## src/rtl/ex_if.sv

```systemverilog
`default_nettype none
// ============================================================================
//  Module   : ex_if
//  Purpose  : Bundles the ID->EX operand/control bus and the EX->MEM /
//             EX->IF result bus of the MIPS execute stage.
//  Ports    : master - upstream/test side (drives id operands, sees results)
//             slave  - ex_stage side (receives id operands, drives results)
//  Signals  : valid_in/ready_out/hazard handshake, opcode_in, pc4_in, rs_val,
//             rt_val, imm_in, dest_addr_in, id controls; valid_out, addr_in,
//             addr_reg_in, write_data, mem controls, branch_taken/target
//  Revision : 1.0 - initial release
// ============================================================================
interface ex_if #(
  parameter int D_SIZE        = 32,
  parameter int ADDR_LINE_REG = 5
);
  // id -> ex
  logic                     valid_in;
  logic [5:0]               opcode_in;
  logic [D_SIZE-1:0]        pc4_in;
  logic [D_SIZE-1:0]        rs_val;
  logic [D_SIZE-1:0]        rt_val;
  logic [D_SIZE-1:0]        imm_in;
  logic [ADDR_LINE_REG-1:0] dest_addr_in;
  logic                     branch_in;
  logic                     mem_read_in;
  logic                     mem_to_reg_in;
  logic                     mem_write_in;
  // ex -> id / inst_f
  logic                     ready_out;
  logic                     hazard;
  logic                     branch_taken;
  logic [D_SIZE-1:0]        branch_target;
  // ex -> mem
  logic                     valid_out;
  logic [D_SIZE-1:0]        addr_in;
  logic [ADDR_LINE_REG-1:0] addr_reg_in;
  logic [D_SIZE-1:0]        write_data;
  logic                     mem_read;
  logic                     mem_write;
  logic                     mem_to_reg;

  modport master (
    output valid_in, opcode_in, pc4_in, rs_val, rt_val, imm_in, dest_addr_in,
           branch_in, mem_read_in, mem_to_reg_in, mem_write_in,
    input  ready_out, hazard, branch_taken, branch_target, valid_out, addr_in,
           addr_reg_in, write_data, mem_read, mem_write, mem_to_reg
  );

  modport slave (
    input  valid_in, opcode_in, pc4_in, rs_val, rt_val, imm_in, dest_addr_in,
           branch_in, mem_read_in, mem_to_reg_in, mem_write_in,
    output ready_out, hazard, branch_taken, branch_target, valid_out, addr_in,
           addr_reg_in, write_data, mem_read, mem_write, mem_to_reg
  );
endinterface
`default_nettype wire

```

## src/rtl/ex_stage.sv

```systemverilog
`default_nettype none
// ============================================================================
//  Module   : ex_stage
//  Purpose  : Execute stage of a 5-stage MIPS pipeline. Computes the ALU
//             result / memory address and the branch decision, and registers
//             everything into the EX/MEM pipeline register. MUL is a
//             shift-and-add multiplier (one multiplier bit per cycle) that
//             stalls upstream while it runs.
//  Ports    : clk   - rising-edge clock
//             reset - asynchronous active-low reset
//             bus   - ex_if.slave (id operands in, EX/MEM + redirect out)
//  Revision : 1.0 - initial release
// ============================================================================
module ex_stage #(
  parameter int D_SIZE        = 32,
  parameter int ADDR_LINE_REG = 5
) (
  input  wire logic clk,
  input  wire logic reset,
  ex_if.slave       bus
);

  localparam int SH_W  = $clog2(D_SIZE);
  localparam int CNT_W = $clog2(D_SIZE);

  localparam logic [5:0] OP_ADD  = 6'h00;
  localparam logic [5:0] OP_SUB  = 6'h01;
  localparam logic [5:0] OP_AND  = 6'h02;
  localparam logic [5:0] OP_OR   = 6'h03;
  localparam logic [5:0] OP_XOR  = 6'h04;
  localparam logic [5:0] OP_SLT  = 6'h05;
  localparam logic [5:0] OP_SLL  = 6'h06;
  localparam logic [5:0] OP_SRL  = 6'h07;
  localparam logic [5:0] OP_ADDI = 6'h08;
  localparam logic [5:0] OP_LW   = 6'h09;
  localparam logic [5:0] OP_SW   = 6'h0A;
  localparam logic [5:0] OP_BEQ  = 6'h0B;
  localparam logic [5:0] OP_BNE  = 6'h0C;
  localparam logic [5:0] OP_MUL  = 6'h0D;

  typedef enum logic [1:0] {
    S_IDLE = 2'd0,
    S_MUL  = 2'd1,
    S_DONE = 2'd2
  } state_t;

  state_t                   state_q, state_d;
  logic [D_SIZE-1:0]        mcand_q, mcand_d;
  logic [D_SIZE-1:0]        mplier_q, mplier_d;
  logic [D_SIZE-1:0]        acc_q, acc_d;
  logic [CNT_W-1:0]         cnt_q, cnt_d;
  // Destination and controls of the MUL in flight, replayed in DONE
  logic [ADDR_LINE_REG-1:0] mdest_q, mdest_d;
  logic                     mrd_q, mrd_d;
  logic                     mwr_q, mwr_d;
  logic                     mm2r_q, mm2r_d;

  // EX/MEM pipeline register
  logic                     valid_q, valid_d;
  logic [D_SIZE-1:0]        addr_q, addr_d;
  logic [ADDR_LINE_REG-1:0] areg_q, areg_d;
  logic [D_SIZE-1:0]        wdata_q, wdata_d;
  logic                     rd_q, rd_d;
  logic                     wr_q, wr_d;
  logic                     m2r_q, m2r_d;
  logic                     taken_q, taken_d;
  logic [D_SIZE-1:0]        target_q, target_d;

  logic              busy;
  logic              accept;
  logic [D_SIZE-1:0] alu_res;
  logic              op_known;
  logic              br_cond;
  logic [D_SIZE-1:0] br_target;

  assign busy          = (state_q != S_IDLE);
  assign accept        = bus.valid_in && !busy;
  assign bus.ready_out = !busy;
  assign bus.hazard    = busy;
  assign br_target     = bus.pc4_in + (bus.imm_in << 2);

  // Single-cycle ALU and branch comparator
  always_comb begin
    alu_res  = '0;
    op_known = 1'b1;
    br_cond  = 1'b0;
    case (bus.opcode_in)
      OP_ADD:  alu_res = bus.rs_val + bus.rt_val;
      OP_SUB:  alu_res = bus.rs_val - bus.rt_val;
      OP_AND:  alu_res = bus.rs_val & bus.rt_val;
      OP_OR:   alu_res = bus.rs_val | bus.rt_val;
      OP_XOR:  alu_res = bus.rs_val ^ bus.rt_val;
      OP_SLT:  alu_res = {{(D_SIZE-1){1'b0}},
                          ($signed(bus.rs_val) < $signed(bus.rt_val))};
      OP_SLL:  alu_res = bus.rs_val << bus.rt_val[SH_W-1:0];
      OP_SRL:  alu_res = bus.rs_val >> bus.rt_val[SH_W-1:0];
      OP_ADDI,
      OP_LW,
      OP_SW:   alu_res = bus.rs_val + bus.imm_in;
      // Branches report the comparison difference; the decision is br_cond
      OP_BEQ: begin
        alu_res = bus.rs_val - bus.rt_val;
        br_cond = (bus.rs_val == bus.rt_val);
      end
      OP_BNE: begin
        alu_res = bus.rs_val - bus.rt_val;
        br_cond = (bus.rs_val != bus.rt_val);
      end
      OP_MUL:  alu_res = '0;
      default: op_known = 1'b0;
    endcase
  end

  // Next-state: FSM, multiplier datapath and EX/MEM register contents.
  // Every cycle defaults to a bubble; data fields hold their last value.
  always_comb begin
    state_d  = state_q;
    mcand_d  = mcand_q;
    mplier_d = mplier_q;
    acc_d    = acc_q;
    cnt_d    = cnt_q;
    mdest_d  = mdest_q;
    mrd_d    = mrd_q;
    mwr_d    = mwr_q;
    mm2r_d   = mm2r_q;
    valid_d  = 1'b0;
    rd_d     = 1'b0;
    wr_d     = 1'b0;
    m2r_d    = 1'b0;
    taken_d  = 1'b0;
    addr_d   = addr_q;
    areg_d   = areg_q;
    wdata_d  = wdata_q;
    target_d = target_q;

    case (state_q)
      S_IDLE: begin
        if (accept) begin
          if (bus.opcode_in == OP_MUL) begin
            mcand_d  = bus.rs_val;
            mplier_d = bus.rt_val;
            acc_d    = '0;
            cnt_d    = '0;
            mdest_d  = bus.dest_addr_in;
            mrd_d    = bus.mem_read_in;
            mwr_d    = bus.mem_write_in;
            mm2r_d   = bus.mem_to_reg_in;
            state_d  = S_MUL;
          end else begin
            valid_d = 1'b1;
            addr_d  = alu_res;
            areg_d  = bus.dest_addr_in;
            wdata_d = bus.rt_val;
            if (op_known) begin
              rd_d    = bus.mem_read_in;
              wr_d    = bus.mem_write_in;
              m2r_d   = bus.mem_to_reg_in;
              taken_d = bus.branch_in && br_cond;
            end
            // Target only moves on a real redirect so it holds otherwise
            if (taken_d) begin
              target_d = br_target;
            end
          end
        end
      end
      S_MUL: begin
        if (mplier_q[0]) begin
          acc_d = acc_q + mcand_q;
        end
        mcand_d  = mcand_q << 1;
        mplier_d = mplier_q >> 1;
        cnt_d    = cnt_q + 1'b1;
        if (cnt_q == CNT_W'(D_SIZE - 1)) begin
          state_d = S_DONE;
        end
      end
      S_DONE: begin
        valid_d = 1'b1;
        addr_d  = acc_q;
        areg_d  = mdest_q;
        rd_d    = mrd_q;
        wr_d    = mwr_q;
        m2r_d   = mm2r_q;
        state_d = S_IDLE;
      end
      default: state_d = S_IDLE;
    endcase
  end

  always_ff @(posedge clk or negedge reset) begin
    if (!reset) begin
      state_q  <= S_IDLE;
      mcand_q  <= '0;
      mplier_q <= '0;
      acc_q    <= '0;
      cnt_q    <= '0;
      mdest_q  <= '0;
      mrd_q    <= 1'b0;
      mwr_q    <= 1'b0;
      mm2r_q   <= 1'b0;
      valid_q  <= 1'b0;
      addr_q   <= '0;
      areg_q   <= '0;
      wdata_q  <= '0;
      rd_q     <= 1'b0;
      wr_q     <= 1'b0;
      m2r_q    <= 1'b0;
      taken_q  <= 1'b0;
      target_q <= '0;
    end else begin
      state_q  <= state_d;
      mcand_q  <= mcand_d;
      mplier_q <= mplier_d;
      acc_q    <= acc_d;
      cnt_q    <= cnt_d;
      mdest_q  <= mdest_d;
      mrd_q    <= mrd_d;
      mwr_q    <= mwr_d;
      mm2r_q   <= mm2r_d;
      valid_q  <= valid_d;
      addr_q   <= addr_d;
      areg_q   <= areg_d;
      wdata_q  <= wdata_d;
      rd_q     <= rd_d;
      wr_q     <= wr_d;
      m2r_q    <= m2r_d;
      taken_q  <= taken_d;
      target_q <= target_d;
    end
  end

  assign bus.valid_out     = valid_q;
  assign bus.addr_in       = addr_q;
  assign bus.addr_reg_in   = areg_q;
  assign bus.write_data    = wdata_q;
  assign bus.mem_read      = rd_q;
  assign bus.mem_write     = wr_q;
  assign bus.mem_to_reg    = m2r_q;
  assign bus.branch_taken  = taken_q;
  assign bus.branch_target = target_q;

endmodule
`default_nettype wire
```

## src/flat_wrapper.sv

```systemverilog
// flat-port wrapper written by rule: the top's interface ports become plain ports
module ex_stage_flat 
#(
  parameter int D_SIZE        = 32,
  parameter int ADDR_LINE_REG = 5
)
  (clk, reset, bus_valid_in, bus_opcode_in, bus_pc4_in, bus_rs_val, bus_rt_val, bus_imm_in, bus_dest_addr_in, bus_branch_in, bus_mem_read_in, bus_mem_to_reg_in, bus_mem_write_in, bus_ready_out, bus_hazard, bus_branch_taken, bus_branch_target, bus_valid_out, bus_addr_in, bus_addr_reg_in, bus_write_data, bus_mem_read, bus_mem_write, bus_mem_to_reg);
  ex_if #(.D_SIZE(D_SIZE), .ADDR_LINE_REG(ADDR_LINE_REG)) bus_i ();
  input  wire logic clk;
  input  wire logic reset;
  input wire logic [$bits(bus_i.valid_in)-1:0] bus_valid_in;
  input wire logic [$bits(bus_i.opcode_in)-1:0] bus_opcode_in;
  input wire logic [$bits(bus_i.pc4_in)-1:0] bus_pc4_in;
  input wire logic [$bits(bus_i.rs_val)-1:0] bus_rs_val;
  input wire logic [$bits(bus_i.rt_val)-1:0] bus_rt_val;
  input wire logic [$bits(bus_i.imm_in)-1:0] bus_imm_in;
  input wire logic [$bits(bus_i.dest_addr_in)-1:0] bus_dest_addr_in;
  input wire logic [$bits(bus_i.branch_in)-1:0] bus_branch_in;
  input wire logic [$bits(bus_i.mem_read_in)-1:0] bus_mem_read_in;
  input wire logic [$bits(bus_i.mem_to_reg_in)-1:0] bus_mem_to_reg_in;
  input wire logic [$bits(bus_i.mem_write_in)-1:0] bus_mem_write_in;
  output wire logic [$bits(bus_i.ready_out)-1:0] bus_ready_out;
  output wire logic [$bits(bus_i.hazard)-1:0] bus_hazard;
  output wire logic [$bits(bus_i.branch_taken)-1:0] bus_branch_taken;
  output wire logic [$bits(bus_i.branch_target)-1:0] bus_branch_target;
  output wire logic [$bits(bus_i.valid_out)-1:0] bus_valid_out;
  output wire logic [$bits(bus_i.addr_in)-1:0] bus_addr_in;
  output wire logic [$bits(bus_i.addr_reg_in)-1:0] bus_addr_reg_in;
  output wire logic [$bits(bus_i.write_data)-1:0] bus_write_data;
  output wire logic [$bits(bus_i.mem_read)-1:0] bus_mem_read;
  output wire logic [$bits(bus_i.mem_write)-1:0] bus_mem_write;
  output wire logic [$bits(bus_i.mem_to_reg)-1:0] bus_mem_to_reg;
  assign bus_i.valid_in = bus_valid_in;
  assign bus_i.opcode_in = bus_opcode_in;
  assign bus_i.pc4_in = bus_pc4_in;
  assign bus_i.rs_val = bus_rs_val;
  assign bus_i.rt_val = bus_rt_val;
  assign bus_i.imm_in = bus_imm_in;
  assign bus_i.dest_addr_in = bus_dest_addr_in;
  assign bus_i.branch_in = bus_branch_in;
  assign bus_i.mem_read_in = bus_mem_read_in;
  assign bus_i.mem_to_reg_in = bus_mem_to_reg_in;
  assign bus_i.mem_write_in = bus_mem_write_in;
  assign bus_ready_out = bus_i.ready_out;
  assign bus_hazard = bus_i.hazard;
  assign bus_branch_taken = bus_i.branch_taken;
  assign bus_branch_target = bus_i.branch_target;
  assign bus_valid_out = bus_i.valid_out;
  assign bus_addr_in = bus_i.addr_in;
  assign bus_addr_reg_in = bus_i.addr_reg_in;
  assign bus_write_data = bus_i.write_data;
  assign bus_mem_read = bus_i.mem_read;
  assign bus_mem_write = bus_i.mem_write;
  assign bus_mem_to_reg = bus_i.mem_to_reg;
  ex_stage #(.D_SIZE(D_SIZE), .ADDR_LINE_REG(ADDR_LINE_REG)) u_core (.clk(clk), .reset(reset), .bus(bus_i));
endmodule
```

## config.mk

```make
export PLATFORM = sky130hd
export DESIGN_NAME = ex_stage_flat
export DESIGN_NICKNAME = d
export VERILOG_FILES = /design/src/rtl/ex_if.sv /design/src/rtl/ex_stage.sv /design/src/flat_wrapper.sv
export SDC_FILE = /design/constraint.sdc
export NUM_CORES = 1
export LEC_CHECK = 0
export BUFFER_PORTS_ARGS = -buffer_cell sky130_fd_sc_hd__buf_2
export CAP_MARGIN = 20
export CORE_MARGIN = 2
export CORE_UTILIZATION = 40
export CTS_CLUSTER_SIZE = 12
export DETAILED_ROUTE_END_ITERATION = 10
export MAX_ROUTING_LAYER = met4
export PLACE_DENSITY = 0.69
export SKIP_LAST_GASP = 1
export SYNTH_ARGS = -nofsm -noshare
export SYNTH_HDL_FRONTEND = slang
export SYNTH_SLANG_ARGS = --single-unit
```

## constraint.sdc

```tcl
create_clock -name clk -period 3.6 [get_ports clk]
set_clock_uncertainty 0.15 [all_clocks]
set_input_delay 0.72 -clock clk [delete_from_list [all_inputs] [get_ports clk]]
set_output_delay 0.72 -clock clk [all_outputs]
set_load 0.01 [all_outputs]
```

==> flow_metrics.py <==
metrics = {
    "min_path": {
        "hold_class": "input pin to register",
        "hold_path_depth": 3,
        "worstHoldStart": "bus_pc4_in[0]",
        "min_to": "u_core.bus.branch_target[0]",
    },
    "timing": {
        "worst_pin_slew_ns": 1.05,
        "min_period_ns": 3.57,
        "setup_ws_ns": 0.0329,
        "maxSlewViolCount": 0,
        "fmax_mhz": 280,
        "slew_headroom_pct": 29.9,
        "rsz0062_at_grt": "yes",
        "hold_violations": 0,
        "setup_violations": 0,
        "fin_tns_setup_ns": 0,
        "period_share_pct": 99.1,
    },
    "synthesis": {
        "ys_types": 79,
        "syn_area_um2": 21000,
        "synth_edf_count": 0,
        "syn-num-nets": 2984,
        "synth_cells": 2637,
        "post-synth-top-area-fraction_pct": 25.8,
        "synth_commonest_cells": "nand2_1, nor2_1, o21ai_0",
        "ys_dominant_reg_cell": "dfrtp_1",
        "yosys.area.top_type": "dfrtp_1",
        "ys_ff_latch": 217,
        "avgSynthCellArea_um2": 7.98,
        "yosysWarnings": 0,
        "synth_most_common_cell": "nand2_1",
        "seq_area_frac_synth_pct": 25.8,
        "async_flop_share_pct": 100,
        "synth_area_leaders": "dfrtp_1, ha_1, o21ai_0, a21oi_1, nand2_1",
    },
    "critical_path": {
        "regToRegSetupSlack_ns": 0.21,
        "worstSetupStartpointType": "input pin",
        "cp.arrival_ns": 3.90,
        "critPathKind": "input pin to register",
        "r2r_cells": 10,
        "cp_max_fo": 6,
        "required_ns": 3.93,
        "rr_startpoint": "u_core.acc_q[8]",
        "r2r_end": "u_core.acc_q[31]",
        "endpoint_kind": "register",
    },
    "clock_tree": {
        "ctsLongestPathBuffers": 3,
        "clock-sinks": 217,
        "clock_latency_ns": 0.59,
        "clk_pin_slew_ns": 0.07,
        "root_buffer": "clkbuf_16",
        "cts_buffers": 27,
        "cts.htree.levels": 1,
        "cts_tree": "built",
    },
    "placement": {
        "gp_congestion": 1.07,
        "pre_cts_slack_ns": -1.02,
        "place_area_um2": 26800,
        "port_buffers": 253,
        "place.detailed.hpwl_mm": 85.9,
    },
    "drt": {
        "postRouteWirelength_mm": 107,
        "first_iter_violations": 2725,
        "avgViaCountPerCell": 6.07,
        "drcViolationCount": 0,
        "via_count": 24267,
        "detail-route-antenna-nets": 0,
        "wl_per_cell_um": 26.8,
        "firstDrtPassIters": 6,
    },
    "floorplanning": {
        "die-area_um2": 54400,
        "core_um2": 52200,
        "start_util_pct": 40.3,
        "ioPinCount": 254,
        "std_cell_rows": 84,
        "die_x_um": 233,
        "die_y_um": 233,
    },
    "run": {
        "max_cap_violations": 0,
    },
    "global_routing": {
        "grtUsageTotal_pct": 39.7,
        "grt_overflow": 0,
        "grt_pass1_vias": 23122,
        "grt_max_degree": 74,
        "antenna_found_initial": 4,
        "grt_pass1_wl_mm": 154,
    },
    "cells_and_area": {
        "multi_input_area_um2": 15000,
        "regArea_um2": 5430,
        "area_growth_pct": 34.3,
        "drive_above_1_share_pct": 30.4,
        "fill_cells": 4902,
        "design_area_um2": 28300,
        "nets": 3636,
    },
    "power": {
        "peakVddDrop_v": 0.000488,
        "p_leak_uw": 0.0136,
        "cellPowerDensity_nw_per_um2": 421,
    },
    "run_status": {
        "status": "complete, no violations",
    },
}
kinds of logic after synthesis:
logic type	count (synthesis)	synth area share [%]
fa+ha+maj	201	12.1
simple gates	787	16.4
xor+xnor	102	4.25
compound gates	900	26.4
buf+inv	287	5.44
mux	143	9.64
flops	217	25.8
per-layer routing:
metal  global-route usage (%)  vias to the layer above  share of wire (%)
li1                         -                    10874                  -
met1                     54.2                    11902                 43
met2                     59.0                     1298                 43
met3                     8.44                      193                 10
met4                     11.3                        0                3.5
met5                        -                        -                  0
placed cells by master (no fill, tap or decap), types with 21 or more instances in the layout:
cell,netlist,final
buf_4,2,504
nand2_1,311,308
nor2_1,272,269
o21ai_0,272,259
buf_2,27,249
a21oi_1,244,231
dfrtp_1,217,217
ha_1,197,184
inv_1,129,128
xnor2_1,55,53
mux2i_1,50,50
a21o_1,48,47
xor2_1,47,46
mux2_2,49,45
mux4_2,42,42
nand3_1,40,40
a31oi_1,40,35
o21ai_1,25,35
a221oi_1,36,32
nand2b_1,28,28
clkbuf_16,0,27
o211ai_1,25,25
o22ai_1,22,22
nor3_1,24,21
a22oi_1,21,21
through the flow:
step	std cells	utilization [%]	power [µW]	hold slack, ns
2_1_floorplan	2637	-	6450	0.274
3_3_place_gp	3932	51.3	8550	0.294
3_5_place_dp	3932	51.3	8680	0.304
4_1_cts	3986	53.5	11700	0.180
5_1_grt	4000	54.1	12500	0.201
6_report	4000	54.1	11900	0.208
critical path, cell delays in order:
cell	delay (ns)
buf_8	0.10
nor2_4	0.10
nand4b_1	0.11
buf_6	0.15
buf_12	0.14
buf_16	0.14
mux2_2	0.30
ha_4	0.28
buf_4	0.12
and4_1	0.25
a21oi_4	0.09
o211ai_1	0.48
a21o_1	0.27
xor2_1	0.18
nand2_1	0.16
a221oi_1	0.30
layout make-up:
class / instances / share of cell area (%)
inverters: 131 / 1.74
repair buffers: 779 / 19.5
clock inverters: 13 / 0.664
well taps: 688 / 3.05
diodes: 4 / 0.0354
clock buffers: 35 / 2.64
multi-input cells: 2133 / 53.2
flip-flops and latches: 217 / 19.2
repair_timing:
item                       4_1_cts  5_1_grt
gates resized for setup         26       47
hold buffers                     1        0
setup endpoints to repair        7       22
buffers inserted                 4       10
pin swaps                       13       30
cloned                           1        0
hold endpoints to repair        40        0
report_power, final:
| group | internal (µW) | switching, µW | total (µW) | leakage [µW] |
|---|---|---|---|---|
| Sequential | 2960 | 486 | 3450 | 0.00279 |
| Clock | 1750 | 1200 | 2950 | 0.000465 |
| Combinational | 2300 | 3190 | 5490 | 0.0104 |
| Total | 7010 | 4880 | 11900 | 0.0136 |
worst max path at each step:
stage                                 from                     end  slack, ns  cells after the start
final                     bus_opcode_in[4]  u_core.bus.addr_in[18]       0.03                     16
after global routing      bus_opcode_in[4]  u_core.bus.addr_in[29]      -0.06                     20
after CTS                 bus_opcode_in[1]  u_core.bus.addr_in[31]      -0.03                     18
after detailed placement  bus_opcode_in[5]  u_core.bus.addr_in[31]      -1.02                     16
after global placement    bus_opcode_in[1]  u_core.bus.addr_in[31]      -0.97                     16
after floorplan           bus_opcode_in[1]  u_core.bus.addr_in[27]      -0.33                     15
Power figures use the tool's default switching activity.
